[config.mk]
export PLATFORM = sky130hd
export DESIGN_NAME = ro_measure_ctrl
export DESIGN_NICKNAME = d
export VERILOG_FILES = /design/src/rtl/ro_measure_pkg.sv /design/src/rtl/ro_edge_sync.sv /design/src/rtl/ro_measure_ctrl.sv
export SDC_FILE = /design/constraint.sdc
export NUM_CORES = 1
export LEC_CHECK = 0
export ABC_AREA = 1
export CAP_MARGIN = 10
export CORE_MARGIN = 5
export CORE_UTILIZATION = 37
export CTS_BUF_LIST = sky130_fd_sc_hd__clkbuf_16
export CTS_CLUSTER_SIZE = 8
export DETAILED_ROUTE_END_ITERATION = 10
export GPL_TIMING_DRIVEN = 0
export PLACE_DENSITY = 0.6
export SLEW_MARGIN = 0
export SYNTH_ARGS = -nofsm -noshare
export SYNTH_HDL_FRONTEND = slang
export SYNTH_SLANG_ARGS = --single-unit
[constraint.sdc]
create_clock -name clk -period 12 [get_ports clk]
set_input_delay 1.8 -clock clk [delete_from_list [all_inputs] [get_ports clk]]
set_output_delay 1.8 -clock clk [all_outputs]
set_load 0.01 [all_outputs]
[src/rtl/ro_measure_pkg.sv]
// ro_measure_pkg
//  Shared types and constants for the ring-oscillator measurement sequencer.
//  - state_t       : sequencer state encoding
//  - CLK_SRC_*     : clock-source select codes driven onto clk_source
package ro_measure_pkg;

  typedef enum logic [2:0] {
    IDLE,
    SHIFT,
    SETTLE,
    MEASURE,
    DONE
  } state_t;

  localparam logic [2:0] CLK_SRC_DIV4 = 3'd0;  // clk divided by 4
  localparam logic [2:0] CLK_SRC_RO3  = 3'd1;  // 3-stage ring oscillator
  localparam logic [2:0] CLK_SRC_RO5  = 3'd2;  // 5-stage ring oscillator
  localparam logic [2:0] CLK_SRC_RAW  = 3'd3;  // undivided clk

endpackage

[src/rtl/ro_edge_sync.sv]
// ro_edge_sync
//  Brings the asynchronous ro_clk into the clk domain through a two-flop
//  synchronizer plus one delay flop and flags each rising edge for one cycle.
//  Ports:
//   clk    in  system clock
//   rst    in  asynchronous reset, active high (clears all flops)
//   ro_clk in  macro clock, asynchronous to clk
//   rise   out one-cycle pulse per synchronized rising edge of ro_clk
module ro_edge_sync (
  input  logic clk,
  input  logic rst,
  input  logic ro_clk,
  output logic rise
);

  // sync_reg[0..1] form the synchronizer, sync_reg[2] is the delay flop
  logic [2:0] sync_reg;

  always_ff @(posedge clk or posedge rst) begin
    if (rst) sync_reg[0] <= 1'b0;
    else     sync_reg[0] <= ro_clk;
  end

  for (genvar gi = 1; gi < 3; gi++) begin : g_stage
    always_ff @(posedge clk or posedge rst) begin
      if (rst) sync_reg[gi] <= 1'b0;
      else     sync_reg[gi] <= sync_reg[gi-1];
    end
  end

  assign rise = sync_reg[1] & ~sync_reg[2];

endmodule

[src/rtl/ro_measure_ctrl.sv]
// ro_measure_ctrl
//  Sequencer for the ring-oscillator test macro: shifts the config chain out
//  MSB first, selects the clock source, releases the macro counter reset,
//  lets the synchronizer settle, then counts ro_clk rising edges over a fixed
//  window of clk cycles and reports the (saturating) count.
//  Ports:
//   clk, rst              system clock, asynchronous active-high reset
//   start, abort          request / cancel (abort wins)
//   cfg_word, cfg_sel     chain contents and clock select, sampled on start
//   ro_clk                macro clock under test (asynchronous)
//   shift_clk, shift_dta  config chain shift clock and serial data
//   clk_source, ro_rst    macro clock select and counter reset
//   busy, done            activity flag and one-cycle completion pulse
//   count, ovf            result of the last completed window
module ro_measure_ctrl
  import ro_measure_pkg::*;
#(
  parameter int CFG_W      = 128,
  parameter int SHIFT_DIV  = 4,
  parameter int SETTLE_CYC = 16,
  parameter int WIN_CYC    = 1024,
  parameter int CNT_W      = 16
) (
  input  logic             clk,
  input  logic             rst,
  input  logic             start,
  input  logic             abort,
  input  logic [CFG_W-1:0] cfg_word,
  input  logic [2:0]       cfg_sel,
  input  logic             ro_clk,
  output logic             shift_clk,
  output logic             shift_dta,
  output logic [2:0]       clk_source,
  output logic             ro_rst,
  output logic             busy,
  output logic             done,
  output logic [CNT_W-1:0] count,
  output logic             ovf
);

  localparam int DIV_W = $clog2(SHIFT_DIV + 1);
  localparam int BIT_W = $clog2(CFG_W + 1);
  localparam int SET_W = $clog2(SETTLE_CYC + 1);
  localparam int WIN_W = $clog2(WIN_CYC + 1);

  localparam logic [DIV_W-1:0] DIV_LAST = DIV_W'(SHIFT_DIV - 1);
  localparam logic [BIT_W-1:0] BIT_LAST = BIT_W'(CFG_W - 1);
  localparam logic [SET_W-1:0] SET_LAST = SET_W'(SETTLE_CYC - 1);
  localparam logic [WIN_W-1:0] WIN_LAST = WIN_W'(WIN_CYC - 1);
  localparam logic [CNT_W-1:0] CNT_MAX  = '1;

  state_t             state_reg, state_next;
  logic [CFG_W-1:0]   shift_reg;
  logic [DIV_W-1:0]   div_reg;
  logic               phase_reg;      // 0 = shift_clk low half, 1 = high half
  logic [BIT_W-1:0]   bit_reg;
  logic [SET_W-1:0]   settle_reg;
  logic [WIN_W-1:0]   win_reg;
  logic [CNT_W-1:0]   edge_cnt_reg, edge_cnt_next;
  logic               sat_reg, sat_next;
  logic               rise;
  logic               half_end, bit_end;

  ro_edge_sync u_sync (
    .clk    (clk),
    .rst    (rst),
    .ro_clk (ro_clk),
    .rise   (rise)
  );

  assign half_end = (div_reg == DIV_LAST);
  assign bit_end  = half_end & phase_reg;

  // Saturating edge count including the edge seen in the current cycle, so
  // the final window cycle can be folded straight into count/ovf.
  always_comb begin
    edge_cnt_next = edge_cnt_reg;
    sat_next      = sat_reg;
    if (rise) begin
      if (edge_cnt_reg == CNT_MAX) sat_next = 1'b1;
      else                         edge_cnt_next = edge_cnt_reg + CNT_W'(1);
    end
  end

  always_ff @(posedge clk or posedge rst) begin
    if (rst) state_reg <= IDLE;
    else     state_reg <= state_next;
  end

  always_comb begin
    state_next = state_reg;
    shift_clk  = 1'b0;
    shift_dta  = 1'b0;
    ro_rst     = 1'b0;
    busy       = 1'b1;
    done       = 1'b0;
    case (state_reg)
      IDLE: begin
        busy   = 1'b0;
        ro_rst = 1'b1;
        if (start) state_next = SHIFT;
      end
      SHIFT: begin
        ro_rst    = 1'b1;
        shift_clk = phase_reg;
        shift_dta = shift_reg[CFG_W-1];
        if (bit_end && bit_reg == BIT_LAST) state_next = SETTLE;
      end
      SETTLE: begin
        if (settle_reg == SET_LAST) state_next = MEASURE;
      end
      MEASURE: begin
        if (win_reg == WIN_LAST) state_next = DONE;
      end
      DONE: begin
        done       = 1'b1;
        state_next = IDLE;
      end
      default: state_next = IDLE;
    endcase
    if (abort) state_next = IDLE;
  end

  always_ff @(posedge clk or posedge rst) begin
    if (rst) begin
      shift_reg    <= '0;
      div_reg      <= '0;
      phase_reg    <= 1'b0;
      bit_reg      <= '0;
      settle_reg   <= '0;
      win_reg      <= '0;
      edge_cnt_reg <= '0;
      sat_reg      <= 1'b0;
      clk_source   <= '0;
      count        <= '0;
      ovf          <= 1'b0;
    end else if (abort) begin
      div_reg    <= '0;
      phase_reg  <= 1'b0;
      bit_reg    <= '0;
      settle_reg <= '0;
      win_reg    <= '0;
    end else begin
      case (state_reg)
        IDLE: begin
          if (start) begin
            shift_reg  <= cfg_word;
            clk_source <= cfg_sel;
            div_reg    <= '0;
            phase_reg  <= 1'b0;
            bit_reg    <= '0;
          end
        end
        SHIFT: begin
          settle_reg <= '0;
          if (half_end) begin
            div_reg   <= '0;
            phase_reg <= ~phase_reg;
            if (phase_reg) begin
              shift_reg <= {shift_reg[CFG_W-2:0], 1'b0};
              bit_reg   <= bit_reg + BIT_W'(1);
            end
          end else begin
            div_reg <= div_reg + DIV_W'(1);
          end
        end
        SETTLE: begin
          settle_reg   <= settle_reg + SET_W'(1);
          win_reg      <= '0;
          edge_cnt_reg <= '0;
          sat_reg      <= 1'b0;
        end
        MEASURE: begin
          win_reg      <= win_reg + WIN_W'(1);
          edge_cnt_reg <= edge_cnt_next;
          sat_reg      <= sat_next;
          // Publish on entry to DONE so count/ovf are already valid while
          // done is high.
          if (win_reg == WIN_LAST) begin
            count <= edge_cnt_next;
            ovf   <= sat_next;
          end
        end
        default: ;
      endcase
    end
  end

endmodule

* Yosys cells after proc, flatten, opt, wreduce, memory -nomap -nowiden
Index checks and enable logic that the tools add are counted.
** Word-level totals
- Flip-flop bits (word level) :: 199
- Input bits :: 136
- Output and inout port bits :: 25
- Word-level logic and storage cells :: 97
** Cells by class
- Add/subtract/negate cells :: 5
- Equality and inequality tests :: 18
- Multiplexer cells :: 38
- Bitwise logic cells :: 5
- Reduce and logical (&&, ||, !) cells :: 16
** Operator list (number)
- 128-bit 2-to-1 mux :: 3
- 128-bit case mux with 2 select lines :: 1
- 16-bit 2-to-1 mux :: 2
- 8-bit 2-to-1 mux :: 4
- 16-bit case mux with 2 select lines :: 1
- 3-bit 2-to-1 mux :: 8
- 11-bit case mux with 2 select lines :: 1
- 3-bit != test (second input constant) :: 6
- 16-bit by 1-bit adder with 16-bit output (second input constant) :: 1
- 16-bit == test (second input constant) :: 1
- 8-bit case mux with 2 select lines :: 1
- 3-bit case mux with 4 select lines :: 1
- 11-bit by 1-bit adder with 11-bit output (second input constant) :: 1
- 11-bit by 10-bit == test with 1-bit output (second input constant) :: 1
- 11-bit 2-to-1 mux :: 1
- 1-bit 2-to-1 mux :: 10
- 5-bit case mux with 2 select lines :: 1
- 3-bit by 2-bit == test with 1-bit output (second input constant) :: 3
- 3-bit AND reduction :: 3
- 3-bit nonzero test :: 3
- 8-bit by 1-bit adder with 8-bit output (second input constant) :: 1
- 8-bit by 7-bit == test with 1-bit output (second input constant) :: 1
- 4-bit AND reduction :: 2
- 2-bit != test (second input constant) :: 3
- other kinds (16) :: 22

* Logic depth before layout (Yosys ltp)
Gate-level depths: netlist of run 1.
- Word-level depth :: 6
- Gate-level depth with buffers :: 12
- Mapped depth without buffers :: 11

* Cells and area by module
From an unflattened synthesis of run 1, not the netlist that was laid out.
** Second synthesis, totals
- Cells, all modules :: 1353
- Area, all modules :: 10685.2 um^2
** By module, submodules not included
- ro_measure_ctrl :: times used 1, cells an instance 1347, area each 10596.4 um^2, sequential area each 4904.7 um^2
- ro_edge_sync :: times used 1, cells an instance 6, area each 88.8 um^2, sequential area each 75.1 um^2

* Worst setup path before layout of run 1
OpenSTA, ideal clock, no wires.
- Kind :: input-to-reg
- Start point :: input abort
- End point :: register count[0]
- Library setup time :: 117 ps
- Arrival time :: 2841 ps
- Data required time :: 11883 ps
- Path slack :: 9042 ps
- Cell stages on the path :: 9
- Path buffers :: 1
- Cells stage by stage :: nor2_2 -> nand2_2 -> nor2_4 -> inv_2 -> nor2_4 -> inv_2 -> buf_6 -> nand2_1 -> nand2_1
** Between the ends
- Cells in the longest elaborated chain, start to end :: 2
** Ends and longest elaborated chain
- start: declaration :: line ro_measure_ctrl.sv:27 : input logic abort,
- 1-bit NOT (no line)
- 3-bit AND reduction (no line)
- end signal: assignment :: line ro_measure_ctrl.sv:180 : count <= edge_cnt_next;
- end: declaration :: line ro_measure_ctrl.sv:37 : output logic [CNT_W-1:0] count,
No other way between the ends.
A chain may end at the register's enable or synchronous reset.

* Worst setup path in the final report of run 1
- Start point :: register state_reg[1]
- End point :: output shift_clk
** Between the ends
- Cells in the longest elaborated chain, start to end :: 2
** Ends and longest elaborated chain
- start: declaration :: line ro_measure_ctrl.sv:52 : state_t state_reg, state_next;
- start signal: assignment :: line ro_measure_ctrl.sv:87 : else state_reg <= state_next;
- 3-bit by 1-bit == test with 1-bit output :: line ro_measure_ctrl.sv:97 : case (state_reg)
- 1-bit 2-to-1 mux :: line ro_measure_ctrl.sv:97
- end: declaration :: line ro_measure_ctrl.sv:31 : output logic shift_clk,
No other way between the ends.

==> flow_metrics.tcl, run 1 <==
set metrics [dict create \
    rsz0062_at_grt "no" \
    wl_mm 25.61 \
    worst_slew_pin_slew_ns 0.7068 \
    largest_reg_flops 128 \
    crit_type "flip-flop to output port" \
    timing.final.crit_share 0.3557 \
    cp.required_ns 10.20 \
    antenna_found_initial 0 \
    synth_top_area_frac 0.4904 \
    port_buffers 160 \
    antenna_left 0 \
    final_cell_mix "465 x nand2_1, 229 x o21ai_0, 199 x dfrtp_1, 181 x inv_1, 160 x clkdlybuf4s50_1" \
    drv_cap 0 \
    overflow 0 \
    syn2layout_area_growth_pct 26.26 \
    crit_path_max_incr_delay_ns 0.58 \
    finalPower_mw 2.481 \
    synth_area_leaders "dfrtp_1 49%, nand2_1 17%, o21ai_0 11%" \
    start_kind "flip-flop" \
    drt_first_pass_iters 5 \
    die_x_um 175.7 \
    fillers 2715 \
    fin_tns_setup_ns 0 \
    io_pins 161 \
    worst_clock_skew_ns 0.01809 \
    synth-seq-cells 199 \
    holdBufCountCts 0 \
    grt_pass1_wl_mm 43.19 \
    yosysSeqAreaShare 0.4904 \
    path_cells "inv_2, nand3_4, buf_2, clkbuf_1, nor2_1, clkdlybuf4s50_1" \
    crit_path_end_kind "output port" \
    hpwl_mm 18.45 \
    cp_slowest_cell "clkdlybuf4s50_1" \
    stdcell_count 1884 \
    final_area_mm2 0.01282 \
    gp_congestion 0.8176 \
    ys_types 34 \
    clkTransAtPathRegs_ns 0.08 \
    cts_root_buf "clkbuf_16" \
    synth.cell_area_mm2 0.01015 \
    cts_tree "built" \
    synth_cells 1350 \
    diodes 0 \
    nNetsFinal 1672 \
    final-seq-area_mm2 0.004980 \
    dr.first_iter.drc_count 599 \
    drc 0 \
    vias 9022 \
    cts_max_level 4 \
    cts_setup_buffers 0 \
    post-route-min-period_ns 4.268 \
    multi_input_comb_area_mm2 0.004095 \
    post_drt_wl_per_cell_um 13.59 \
    cts_made_buffers 17 \
    cp.arrival_ns 2.47 \
    r2r_slack_ns 9.99 \
    leakage_nw 6.118 \
    hold_path_class "flip-flop to flip-flop" \
    slew_violations 0 \
    placed_cell_area_mm2 0.01222 \
    grt_max_degree 121 \
    drive_above_1_share 0.07129 \
    final_common_cell "nand2_1" \
    placed_cells 1852 \
    p_per_area_mw_per_mm2 193.5 \
    routed_via_density 4.789 \
    cts_resized 0 \
    die-area_mm2 0.03086 \
    ctsLongestPathBuffers 2 \
    yosysWarnings 0 \
    grt_pass1_vias 8782 \
    start_util 0.3757 \
    core_area_mm2 0.02703 \
    ir_worst_vdd_mv 0.08039 \
    clk_latency_ns 0.45 \
    hold_violations 0 \
    fp.dieH_um 175.7 \
    slew_headroom 0.5288 \
    cts_sinks 199 \
    cp_max_fo 10 \
    grt_use_total 0.1688 \
    synth_area_leader_cell "dfrtp_1" \
    placementRows 60 \
    synth_nets 1492 \
    setup_viol 0 \
    status "finished, final reports clean" \
    fmax_ghz 0.2343 \
    syn_area_per_cell_um2 7.522 \
]
## report_power, final
group	leakage, nW	internal (mW)	total, mW	switching [mW]
clock network	0.295	0.300	0.589	0.289
registers	2.57	0.895	0.968	0.0736
logic	3.25	0.336	0.924	0.588
## Yosys cell counts, drive strengths merged
library cell	instances
nand3	47
o21ai	288
o21bai	2
nand3b	3
dfrtp	199
nor4	1
o22ai	3
mux2	3
xnor2	2
buf	42
clkbuf	24
nor3	6
a21oi	7
a21boi	1
xor2	4
ha	6
nand4	13
nor2	40
o21a	1
inv	189
mux2i	1
o32ai	1
nand2	467
## worst max-delay path, delay by kind of cell (launching register included)
kind | cells | cell delay (ns)
buffers and inverters | 4 | 1.19
AND/OR/NAND/NOR | 2 | 0.39
flip-flops | 1 | 0.46
## per-stage QoR
step | utilization | setup slack [ns] | hold WS, ns
after floorplan | - | 4.774 | 0.3312
after global placement | 0.4508 | 1.734 | 0.3341
after detailed placement | 0.4521 | 8.045 | 0.3371
after CTS | 0.4744 | 7.685 | 0.3543
after global routing | 0.4744 | 7.532 | 0.3592
final | 0.4744 | 7.732 | 0.3522
## per-layer routing
metal / share of wire / vias to the layer above / routed length (µm) / track usage
met2: 0.45 / 168 / 11600 / 0.2685
met4: 0.013 / 0 / 340 / 0.04191
met5: 0 / - / 0 / 0
met1: 0.50 / 4221 / 12790 / 0.2427
li1: - / 4608 / - / -
met3: 0.034 / 25 / 882 / 0.02669
## worst paths after layout
kind,start,cells past startpoint,to
hold / removal,u_sync.sync_reg[0],0,u_sync.sync_reg[1]
setup / recovery,state_reg[1],6,shift_clk
setup reg to reg,state_reg[1],8,shift_reg[4]
max in group asynchronous,rst,3,shift_reg[2]
hold reg to reg,u_sync.sync_reg[0],0,u_sync.sync_reg[1]
min in group asynchronous,rst,2,shift_reg[15]
## kinds of logic (layout without fill, tap and decap cells)
family	count (synthesis)	after routing	synth area share
simple gates	577	577	0.2294
buf+inv	255	448	0.1063
compound gates	303	303	0.1570
xor+xnor	6	6	0.005175
flops	199	199	0.4904
fa+ha+maj	6	6	0.007393
mux	4	4	0.004312
## cell type report
class                      count  share of cell area
multi-input combinational    896              0.3194
timing repair buffer         161              0.1271
tap                          341             0.03328
clock inverter                15             0.01386
inverter                     189             0.05592
clock buffer                  17             0.03318
buffer                        66             0.02889
sequential                   199              0.3884
No activity file was read; power rests on OpenSTA's default activity.
==> run 2, diff against run 1 <==
--- a/config.mk
+++ b/config.mk
@@ -13,7 +13,7 @@
 export CTS_CLUSTER_SIZE = 8
 export DETAILED_ROUTE_END_ITERATION = 10
 export GPL_TIMING_DRIVEN = 0
-export PLACE_DENSITY = 0.6
+export PLACE_DENSITY = 0.62
 export SLEW_MARGIN = 0
 export SYNTH_ARGS = -nofsm -noshare
 export SYNTH_HDL_FRONTEND = slang
==> constraint.sdc (replaced) <==
create_clock -name clk -period 3.92 [get_ports clk]
set_input_delay 0.588 -clock clk [delete_from_list [all_inputs] [get_ports clk]]
set_output_delay 0.588 -clock clk [all_outputs]
set_load 0.01 [all_outputs]
==> run 2 against run 1 <==
Cell area rose by 0.67%. Register-to-register slack got worse by 8.1 ns. Global-route usage rose by 0.18 points. Non-clock buffer count rose by 5. Die area did not move. Sequential share of layout area fell by 0.26 points. Worst hold slack improved by 0.014 ns. Setup slack got worse by 6.8 ns. Clock power rose to 3.0 times the previous value. Clock skew rose by 0.0031 ns. Clock-buffer cell count did not move. Highest routed layer unchanged.
==> flow_metrics.tcl, run 2 (synthesized netlist as in run 1, its figures left out) <==
set metrics [dict create \
    status "finished, final reports clean" \
    routed_via_density 4.777 \
    hold_violations 0 \
    post-route-min-period_ns 3.012 \
    holdBufCountCts 0 \
    fin_tns_setup_ns 0 \
    drv_cap 0 \
    placed_cells 1857 \
    fmax_ghz 0.3320 \
    largest_reg_flops 128 \
    hold_path_depth 0 \
    dp_worst_setup_slack_ns 1.220 \
    port_buffers 160 \
    timing.final.crit_share 0.7685 \
    diodes 0 \
    io_pins 161 \
    final-seq-area_mm2 0.004980 \
    antenna_found_initial 0 \
    slew_violations 0 \
    vias 9023 \
    setup_viol 0 \
    post_drt_wl_per_cell_um 13.55 \
    cts_root_buf "clkbuf_16" \
    gp_congestion 0.8243 \
    hold_path_class "flip-flop to flip-flop" \
    overflow 0 \
    worst_clock_skew_ns 0.02124 \
    leakage_nw 6.154 \
    hold_start "u_sync.sync_reg[0]" \
    rr_startpoint "state_reg[1]" \
    fillers 2713 \
    start_util 0.3757 \
    slew_headroom 0.4953 \
    grt_pass1_vias 8853 \
    layout_setup_ws_ns 0.9075 \
    grt_pass1_wl_mm 43.99 \
    drt_first_pass_iters 5 \
    die_x_um 175.7 \
    clkTransAtPathRegs_ns 0.08 \
    crit_start "state_reg[1]" \
    nNetsFinal 1677 \
    cts_max_level 4 \
    cp.arrival_ns 2.42 \
    antenna_left 0 \
    final_cell_mix "465 x nand2_1, 229 x o21ai_0, 199 x dfrtp_1, 181 x inv_1, 160 x clkdlybuf4s50_1" \
    dr.first_iter.drc_count 538 \
    grt_use_total 0.1706 \
    wl_mm 25.60 \
    worst_slew_pin_slew_ns 0.7570 \
    drive_above_1_share 0.07494 \
    cts_tree "built" \
    syn2layout_area_growth_pct 27.11 \
    clk_latency_ns 0.44 \
    die-area_mm2 0.03086 \
    cp.required_ns 3.33 \
    cts_made_buffers 17 \
    fp.dieH_um 175.7 \
    stdcell_count 1889 \
    cts_resized 0 \
    hpwl_mm 18.99 \
    grt_max_degree 41 \
    final_common_cell "nand2_1" \
    ir_worst_vdd_mv 0.2740 \
    multi_input_comb_area_mm2 0.004095 \
    crit_path_end_kind "output port" \
    p_per_area_mw_per_mm2 586.6 \
    rsz0062_at_grt "no" \
    holdWs_ns 0.3660 \
    reg2reg_depth 8 \
    placementRows 60 \
    core_area_mm2 0.02703 \
    cts_sinks 199 \
    cts_setup_buffers 0 \
    ctsLongestPathBuffers 2 \
    drc 0 \
    start_kind "flip-flop" \
    crit_type "flip-flop to output port" \
    cp_max_fo 10 \
]
[run 2: changes by cell type in the layout (fill, tap and decap cells not counted), sizes merged]
cell | previous run | this run
bufinv | 1 | 0
inv | 197 | 196
clkinv | 6 | 7
clkinvlp | 0 | 1
buf | 43 | 48
[run 2: worst max-delay path: stages, from the launching register on]
cell,delay [ns]
dfrtp_1,0.47
inv_2,0.11
nand3_4,0.15
buf_2,0.24
clkbuf_1,0.24
nor2_1,0.21
clkdlybuf4s50_1,0.57
[run 2: path summary, 6_finish.rpt]
path | endpoint | slack [ns]
hold / removal | u_sync.sync_reg[1] | 0.37
hold reg to reg | u_sync.sync_reg[1] | 0.37
max in group asynchronous | shift_reg[0] | 2.44
setup reg to reg | shift_reg[11] | 1.85
min in group asynchronous | count[11] | 0.51
setup / recovery | shift_clk | 0.91
[run 2: per-layer routing]
layer	routed length, µm	track usage
met1	12500	0.2481
met2	11880	0.2681
met3	898	0.02755
met4	323	0.04159
met5	0	0
[run 2: cell type report]
type,instances,area share
sequential,199,0.3858
multi-input combinational,896,0.3173
timing repair buffer,166,0.1334
inverter,189,0.05525
tap,341,0.03306
clock buffer,17,0.03296
buffer,66,0.02869
clock inverter,15,0.01357
[run 2: report_power, final]
group,internal [mW],switching (mW)
Clock,0.867,0.910
Combinational,1.04,1.79
Sequential,2.74,0.230
[run 2: metrics by stage]
step | instance area [µm²] | utilization | total power, mW
3_3_place_gp | 12190 | 0.4509 | 5.763
3_5_place_dp | 12310 | 0.4554 | 5.854
2_1_floorplan | 10160 | - | 4.978
6_report | 12910 | 0.4776 | 7.571
4_1_cts | 12910 | 0.4776 | 7.678
5_1_grt | 12910 | 0.4776 | 8.248
==> run 3, diff against run 2 <==
--- a/config.mk
+++ b/config.mk
@@ -13,7 +13,7 @@
 export CTS_CLUSTER_SIZE = 8
 export DETAILED_ROUTE_END_ITERATION = 10
 export GPL_TIMING_DRIVEN = 0
-export PLACE_DENSITY = 0.62
+export PLACE_DENSITY = 0.6
 export SLEW_MARGIN = 0
 export SYNTH_ARGS = -nofsm -noshare
 export SYNTH_HDL_FRONTEND = slang
==> constraint.sdc (replaced) <==
create_clock -name clk -period 2.8 [get_ports clk]
set_input_delay 0.42 -clock clk [delete_from_list [all_inputs] [get_ports clk]]
set_output_delay 0.42 -clock clk [all_outputs]
set_load 0.01 [all_outputs]
==> run 3 against run 2 <==
Sequential share of layout area hardly changed. Critical path type unchanged. Highest routed layer unchanged. Global-route usage is 0.14 points lower. First-iteration DRC count is 33% higher.
==> flow_metrics.tcl, run 3 (synthesized netlist as in run 1, its figures left out) <==
set metrics [dict create \
    slew_violations 0 \
    p_per_area_mw_per_mm2 819.2 \
    r2r_slack_ns 0.71 \
    cp_slowest_cell "clkdlybuf4s50_1" \
    crit_type "flip-flop to output port" \
    cp_max_fo 19 \
    cts_tree "built" \
    clkTransAtPathRegs_ns 0.09 \
    grt_use_total 0.1692 \
    leakage_nw 6.145 \
    holdWs_ns 0.3536 \
    drt_first_pass_iters 5 \
    grt_max_degree 40 \
    cts_made_buffers 17 \
    crit_cells 5 \
    timing.final.crit_share 0.9381 \
    placementRows 60 \
    ctsLongestPathBuffers 2 \
    crit_start "state_reg[1]" \
    post-route-min-period_ns 2.627 \
    dr.first_iter.drc_count 715 \
    syn2layout_area_growth_pct 26.97 \
    status "finished, final reports clean" \
    r2r-end "shift_reg[54]" \
    core_area_mm2 0.02703 \
    nNetsFinal 1676 \
    final_common_cell "nand2_1" \
    clk_latency_ns 0.45 \
    antenna_left 0 \
    die_x_um 175.7 \
    cp.required_ns 2.38 \
    slew_headroom 0.4470 \
    drv_cap 0 \
    cts_max_level 4 \
    rsz0062_at_grt "no" \
    drive_above_1_share 0.07434 \
    diodes 0 \
    worst_clock_skew_ns 0.02185 \
    largest_reg_flops 128 \
    hold_path_class "primary input to asynchronous set/reset pin" \
    die-area_mm2 0.03086 \
    critPathTopFamily "buffers and inverters" \
    port_buffers 160 \
    ir_worst_vdd_mv 0.3572 \
    cts_sinks 199 \
    vias 9016 \
    start_util 0.3757 \
    cts_root_buf "clkbuf_16" \
    routed_via_density 4.775 \
    holdBufCountCts 0 \
    path_cells "inv_2, nand3_4, clkbuf_4, nor2_1, clkdlybuf4s50_1" \
    cp.arrival_ns 2.21 \
    gp_congestion 0.8394 \
    post_drt_wl_per_cell_um 13.55 \
    start_kind "flip-flop" \
    final_cell_mix "465 x nand2_1, 229 x o21ai_0, 199 x dfrtp_1, 181 x inv_1, 160 x clkdlybuf4s50_1" \
    hpwl_mm 18.98 \
    fp.dieH_um 175.7 \
    rr_startpoint "state_reg[1]" \
    fin_tns_setup_ns 0 \
    wl_mm 25.58 \
    reg2reg_depth 8 \
    crit_path_max_incr_delay_ns 0.57 \
    crit_path_end_kind "output port" \
    grt_pass1_vias 8717 \
    critPathBufInv 3 \
    setup_viol 0 \
    drc 0 \
    worst_slew_pin_slew_ns 0.8296 \
    io_pins 161 \
    grt_pass1_wl_mm 43.37 \
    antenna_found_initial 0 \
    setup.worst_path.end "shift_dta" \
    fmax_ghz 0.3807 \
    overflow 0 \
    hold_violations 0 \
]
[run 3: cell types whose count changed in the layout (fill, tap and decap cells not counted), sizes merged]
| cell | delta |
|---|---|
| clkinvlp | +1 |
| clkinv | -1 |
| buf | -1 |
[run 3: worst reg2reg max path, stage by stage, from the launching register on]
cell and delay (ns):
dfrtp_1 0.46, inv_2 0.08, nand3_4 0.15, clkbuf_1 0.66, buf_2 0.33, nand2_1 0.09, o21ai_0 0.09, nand2_1 0.08
o21ai_0 0.08
[run 3: area by class of cell]
type	instances	area, µm²
Fill cell	2642	14130
Sequential cell	199	4980
Multi-Input combinational cell	896	4095
Timing Repair Buffer	166	1729
Inverter	189	713.2
Tap cell	341	426.7
Clock buffer	17	425.4
Buffer	65	369.1
Clock inverter	15	155.1
[run 3: per-stage QoR]
stage	area, µm²	cells	setup slack (ns)	power (mW)	utilization
finish	12890	1888	0.1733	10.56	0.4771
detailed placement	12310	1857	0.2228	8.191	0.4556
floorplan	10160	1350	-0.1943	6.969	-
CTS	12890	1888	0.1192	10.68	0.4770
global placement	12190	1851	-1.981	8.076	0.4509
global route	12890	1888	0.003544	11.48	0.4771
[run 3: where the power goes]
part	internal [mW]	switching [mW]
combinational	1.46	2.51
clock	1.19	1.25
sequential	3.83	0.318
[run 3: metal layers]
layer / global-route usage / share of wire
met1: 0.2487 / 0.50
met2: 0.2658 / 0.46
met3: 0.02949 / 0.039
met4: 0.03184 / 0.0059
met5: 0 / 0
[run 3: repair_timing]
action                     4_1_cts  5_1_grt
setup buffers                    0        0
hold endpoints to repair         0        0
setup endpoints to repair        2        1
resized for setup                0        1
[run 3: worst min-delay path by stage]
stage / startpoint / end / slack [ns] / cells after the start
2_1_floorplan: u_sync.sync_reg[0] / u_sync.sync_reg[1] / 0.33 / 0
3_3_place_gp: u_sync.sync_reg[0] / u_sync.sync_reg[1] / 0.34 / 0
3_5_place_dp: u_sync.sync_reg[0] / u_sync.sync_reg[1] / 0.35 / 0
4_1_cts: rst / shift_reg[17] / 0.37 / 2
5_1_grt: u_sync.sync_reg[0] / u_sync.sync_reg[1] / 0.37 / 0
6_report: rst / shift_reg[26] / 0.35 / 2
